$ cat config.mk
export PLATFORM = sky130hd
export DESIGN_NAME = lcd_scan_driver
export DESIGN_NICKNAME = d
export VERILOG_FILES = /design/src/rtl/lcd_scan_driver.sv
export SDC_FILE = /design/constraint.sdc
export NUM_CORES = 1
export LEC_CHECK = 0
export CAP_MARGIN = 5
export CORE_MARGIN = 2
export CORE_UTILIZATION = 40
export DETAILED_ROUTE_END_ITERATION = 10
export PLACE_DENSITY = 0.72
export RECOVER_POWER = 50
export SYNTH_ARGS = -nofsm -noshare
export SYNTH_HDL_FRONTEND = slang
export SYNTH_SLANG_ARGS = --single-unit
$ cat constraint.sdc
create_clock -name lcd_pclk -period 5.8 [get_ports lcd_pclk]
set_input_delay 0.87 -clock lcd_pclk [delete_from_list [all_inputs] [get_ports lcd_pclk]]
set_output_delay 0.87 -clock lcd_pclk [all_outputs]
set_load 0.005 [all_outputs]
$ cat src/rtl/lcd_scan_driver.sv
// Raster generator and power-up sequencer for an RGB LCD panel: panel reset, blank warm-up
// frames, then live display with pixel requests issued one cycle ahead of DE.
module lcd_scan_driver #(
  parameter int H_SYNC        = 41,
  parameter int H_BACK        = 2,
  parameter int H_DISP        = 480,
  parameter int H_FRONT       = 2,
  parameter int V_SYNC        = 10,
  parameter int V_BACK        = 2,
  parameter int V_DISP        = 272,
  parameter int V_FRONT       = 2,
  parameter int RST_CYCLES    = 1000,
  parameter int WARMUP_FRAMES = 2
) (
  input  logic        lcd_pclk,
  input  logic        rst_n,
  input  logic [23:0] pixel_data,
  output logic [10:0] pixel_xpos,
  output logic [10:0] pixel_ypos,
  output logic [10:0] h_disp,
  output logic [10:0] v_disp,
  output logic        lcd_hs,
  output logic        lcd_vs,
  output logic        lcd_de,
  output logic [23:0] lcd_rgb,
  output logic        lcd_rst,
  output logic        lcd_bl,
  output logic        frame_start
);

  localparam int H_TOTAL = H_SYNC + H_BACK + H_DISP + H_FRONT;
  localparam int V_TOTAL = V_SYNC + V_BACK + V_DISP + V_FRONT;
  localparam logic [10:0] H_LAST    = 11'(H_TOTAL - 1);
  localparam logic [10:0] V_LAST    = 11'(V_TOTAL - 1);
  localparam logic [10:0] H_SYNC_L  = 11'(H_SYNC);
  localparam logic [10:0] V_SYNC_L  = 11'(V_SYNC);
  // Requests lead DE by one pixel, so the request window starts one column early.
  localparam logic [10:0] REQ_BEG   = 11'(H_SYNC + H_BACK - 1);
  localparam logic [10:0] REQ_END   = 11'(H_SYNC + H_BACK + H_DISP - 1);
  localparam logic [10:0] V_ACT_BEG = 11'(V_SYNC + V_BACK);
  localparam logic [10:0] V_ACT_END = 11'(V_SYNC + V_BACK + V_DISP);
  localparam int RST_W = $clog2(RST_CYCLES + 1);
  localparam int FRM_W = $clog2(WARMUP_FRAMES + 1);
  localparam logic [RST_W-1:0] RST_LAST = RST_W'(RST_CYCLES - 1);
  localparam logic [FRM_W-1:0] FRM_LAST = FRM_W'(WARMUP_FRAMES - 1);

  typedef enum logic [1:0] {S_RST, S_WARM, S_RUN} state_t;

  state_t           state, state_next;
  logic [RST_W-1:0] rst_cnt, rst_cnt_next;
  logic [FRM_W-1:0] frm_cnt, frm_cnt_next;
  logic [10:0]      h_cnt, h_cnt_next;
  logic [10:0]      v_cnt, v_cnt_next;
  logic             line_end, frame_end, v_act, data_req;

  always_ff @(posedge lcd_pclk) begin
    if (!rst_n) begin
      state   <= S_RST;
      rst_cnt <= '0;
      frm_cnt <= '0;
      h_cnt   <= '0;
      v_cnt   <= '0;
      lcd_de  <= 1'b0;
    end else begin
      state   <= state_next;
      rst_cnt <= rst_cnt_next;
      frm_cnt <= frm_cnt_next;
      h_cnt   <= h_cnt_next;
      v_cnt   <= v_cnt_next;
      lcd_de  <= data_req;
    end
  end

  always_comb begin
    state_next   = state;
    rst_cnt_next = rst_cnt;
    frm_cnt_next = frm_cnt;
    h_cnt_next   = h_cnt;
    v_cnt_next   = v_cnt;
    line_end     = (h_cnt == H_LAST);
    frame_end    = line_end && (v_cnt == V_LAST);
    case (state)
      S_RST: begin
        h_cnt_next = '0;
        v_cnt_next = '0;
        if (rst_cnt == RST_LAST) state_next = S_WARM;
        else rst_cnt_next = rst_cnt + 1'b1;
      end
      default: begin
        h_cnt_next = line_end ? 11'd0 : h_cnt + 11'd1;
        if (line_end) v_cnt_next = frame_end ? 11'd0 : v_cnt + 11'd1;
        if (state == S_WARM && frame_end) begin
          frm_cnt_next = frm_cnt + 1'b1;
          if (frm_cnt == FRM_LAST) state_next = S_RUN;
        end
      end
    endcase
  end

  assign v_act    = (v_cnt >= V_ACT_BEG) && (v_cnt < V_ACT_END);
  assign data_req = (state == S_RUN) && v_act && (h_cnt >= REQ_BEG) && (h_cnt < REQ_END);

  assign pixel_xpos  = data_req ? (h_cnt - REQ_BEG) : 11'd0;
  // Row stays valid-looking through blanking so the line buffers can prefill.
  assign pixel_ypos  = v_act ? (v_cnt - V_ACT_BEG) : 11'd0;
  assign h_disp      = 11'(H_DISP);
  assign v_disp      = 11'(V_DISP);
  assign lcd_hs      = (state == S_RST) || (h_cnt >= H_SYNC_L);
  assign lcd_vs      = (state == S_RST) || (v_cnt >= V_SYNC_L);
  assign lcd_rst     = (state != S_RST);
  assign lcd_bl      = (state == S_RUN);
  assign frame_start = (state == S_RUN) && (h_cnt == 11'd0) && (v_cnt == 11'd0);
  assign lcd_rgb     = lcd_de ? pixel_data : 24'h0;

endmodule

==> results list <==
- Once the floorplan was initialized, standard cells occupied 41.7% of the core.
* Slowest stage cell on the critical path: o2111ai_1
* WP buf/inv: 1
* Setup Total Neg Slack: 0 ps
* Number of I/O pins: 100
* Maximum resistive drop on vdd: 104 uV
- The core region is 6870 sq um.
* Worst stage delay on the critical path: approximately 960 ps
* Vias in the first global route: 2434
- For the pin with the worst max-slew slack, the measured transition is 1310 ps.
- Setup repair after global routing left no endpoint under its margin.
- Instance count of the mapped netlist: between 300 and 400
- After synthesis, the most frequently instantiated cells are 43 x nor2_1, 37 x dfxtp_1, 25 x and2_1, 22 x buf_4, 19 x nand2_1.
- Power Internal: roughly 0.4 mW
* Count of inserted antenna diode cells: 0
- Power spent charging and discharging nets: roughly 0.11 mW
- Leading post-synthesis cells by cell area: dfxtp_1 26%, ha_1 6.1%, buf_4 5.8%
* Die height: about 90 microns
* Most common cell in the synthesized netlist: nor2_1
- Total number of H-tree levels: 2
* Row count: 30
* Critical Path Start Type: flop
* R2r setup slk: roughly 2700 ps
- Using the TritonRoute via totals, the vias-per-cell ratio works out to between 5 and 6.
- Post_cts resized: 0
- Summing every instance area after synthesis gives 2860 sq um.
- Flops & latches, synth: 37
- Final-stage net count: between 400 and 500
- Run status: complete, no violations
* Post-Synthesis Mean Instance Area: 8.02 sq um
- The synthesized design contains 0 enable-type register cells.
- Switching part of the total power: about 22%
- Initial antenna violation count: 0
- For this block, the routed nets add up to about 7.4 mm of wire.
- For this run the aggregate overflow at the end of global routing stands at 0.
- Asr flop ratio synth: 0%
* Worst Clk Skew: approximately 7.0 ps
- Entering global routing, the biggest net connects 26 pins.
- The critical path in this run is classified as reg -> out.
- Layout cell share with drive strength beyond 1: slightly above 6%
* Register area share after synthesis: approximately 26%
- PortBufs: between 70 and 80
- The later pin in the worst-skew pair is clocked with a latency of ~300 ps.
- In this run the cell area measured after placement is around 3600 sq um.
- TritonCTS built the clock tree.
* Sinks on the clock net: 37
- Number of buffers inserted by hold repair at cts: 0
- Kind of end point of the critical path: primary output
- Buffers added to address setup during post-CTS repair amount to 0.
- Commonest register cell after synthesis: dfxtp_1
- Ordered cell list for the critical path: or3_1 -> or4_4 -> o2111ai_1 -> nor3_1 -> clkdlybuf4s50_1
- CTS max path bufs: 2
- Routed wirelength normalized by instance count: about 14 microns
- Leak pwr: approximately 1.3 nW
* Data arrival time at the worst-slack endpoint: 3380 ps
* Clock transition at the registers of the reported paths: around 80 ps
* Synth area leader: dfxtp_1
* Area of the multi-input gates: 1850 sq um
* Worst Path Required: ~4900 ps
* Warnings, synthesis: 0
- Counting I/O delays and the setup requirement, the final critical path takes around 4300 ps.
* Fraction of power consumed by the clock network: between 40% and 50%
- Critical path peak fanout: 12
* Relative slew margins: between 10% and 20%
- After routing the design area is ~3700 sq um.
- Across the run, the number of max-cap violations was 0.
- Distinct cells, synth: between 50 and 60
- The layout has 654 filler cells.
- Dominant delay contributor by cell family on the critical path: simple AND/OR/NAND/NOR gates
* Final clock period utilization by the worst path: around three quarters
* Residual antenna-violating net count after detailed routing: 0
- Of the post-synthesis cell area, the dominant cell type holds 25.9%.
- Cell Pwr Density: between 100 and 150 nW/um^2
- The floorplan step set the die width to 88.6 microns.
- The number of clock buffers added by TritonCTS is 5.
* Half-perimeter wire length after placement: around 5.6 mm
- The congestion estimate from routability-driven global placement came to between 0.8 and 0.9.
* Drt first-iter violations: 190
* Combinational fraction of design power: 5.0%
* DRC viols: 0
* Setup-failing EPs final: 0
- Registers take ~740 sq um.
- Cell at the root of the clock tree: clkbuf_8
* Timing-limited maximum frequency: between 0.2 and 0.25 GHz
- For this run, the share of the core covered by cells in the final layout is between 50% and 60%.
- Area grow syn2layout: 27.9%
- Max Slew Vio Count: 0
* Aggregate global-route resource usage: 19.1%
- Via count: about 2.8k
* Sequential Power Share: between 50% and 60%
- The first global-routing pass estimated roughly 12 mm of wire.
- For this run, the detailed router's first-pass iteration total came to 5.
- Worst hold path type: reg -> reg
- Total count of hold-check failures in the final report: 0
* Die area: between 7000 and 8000 sq um
-- per-stage QoR --
stage	hold slack, ps	setup slack [ps]	total power, mW	cells
floorplan	435	3000	0.282	377
global placement	442	2240	0.289	508
detailed placement	455	2130	0.289	508
CTS	487	1790	0.517	516
global route	500	1390	0.531	516
finish	472	1550	0.513	516
-- cells in the final DEF (no fill, tap or decap), types with 9 or more instances in the layout --
master | Yosys | routed
dfxtp_1 | 37 | 37
nor3_1 | 14 | 14
nor2_1 | 43 | 43
dlygate4sd3_1 | 0 | 10
nand2_1 | 19 | 19
nand4_1 | 17 | 18
clkdlybuf4s50_1 | 0 | 67
inv_1 | 14 | 14
ha_1 | 14 | 14
a21oi_1 | 9 | 9
xor2_1 | 12 | 12
and2_1 | 25 | 25
conb_1 | 2 | 22
o21ai_0 | 8 | 9
xnor2_1 | 16 | 16
-- path summary, 6_finish.rpt --
check	from	endpoint	depth (start not counted)
worst min-delay path	frm_cnt[1]$_SDFFE_PN0P_	frm_cnt[1]$_SDFFE_PN0P_	2
worst max register to register	h_cnt[1]$_SDFF_PP0_	v_cnt[0]$_SDFFE_PP0N_	6
worst min register to register	frm_cnt[1]$_SDFFE_PN0P_	frm_cnt[1]$_SDFFE_PN0P_	2
worst max-delay path	v_cnt[4]$_SDFFE_PP0N_	pixel_xpos[4]	5
-- state kept, by name, summed over array words and instances (netlist names) --
name	count
frm_cnt	2
state	2
lcd_de	1
h_cnt	11
rst_cnt	10
v_cnt	11
-- power by group through the flow --
| stage | clock network [mW] | logic (mW) | registers (mW) |
|---|---|---|---|
| 2_1_floorplan | 0 | 0.0193 | 0.263 |
| 3_3_place_gp | 0 | 0.0253 | 0.264 |
| 3_5_place_dp | 0 | 0.0258 | 0.264 |
| 4_1_cts | 0.233 | 0.0258 | 0.258 |
| 5_1_grt | 0.243 | 0.0299 | 0.258 |
| 6_report | 0.229 | 0.0258 | 0.258 |
-- cell families after synthesis --
family                   count (synthesis)  share of synthesized area, %
XOR/XNOR                                28                          8.57
multiplexers                             6                          2.10
AND/OR/NAND/NOR                        180                          37.3
flip-flops                              37                          25.9
buffers and inverters                   57                          11.2
AO/OA/AOI/OAI                           33                          8.61
adder cells (fa/ha/maj)                 14                          6.12
other                                    2                         0.262
-- cell type report --
type | count | area share [%]
multi-input cells | 283 | 50.6
repair buffers | 78 | 21.3
flip-flops and latches | 37 | 20.2
well taps | 96 | 3.28
clock buffers | 5 | 1.88
inverters | 14 | 1.44
clock inverters | 3 | 1.26
-- per-layer routing --
metal | global-route usage, % | vias to the layer above | wire (microns)
met5 | 0 | - | 0
met4 | 5.65 | 0 | 115
met3 | 4.10 | 18 | 718
met2 | 34.6 | 170 | 3690
met1 | 22.5 | 1265 | 2870
li1 | - | 1315 | -
-- worst register-to-register path, stage by stage (launching register included) --
cell	delay (ps)
dfxtp_1	400
inv_1	170
ha_1	180
nor3b_1	470
nand4_1	430
o21ai_0	1140
nor2_1	130
Note: power is estimated with default switching activity, not from simulation.
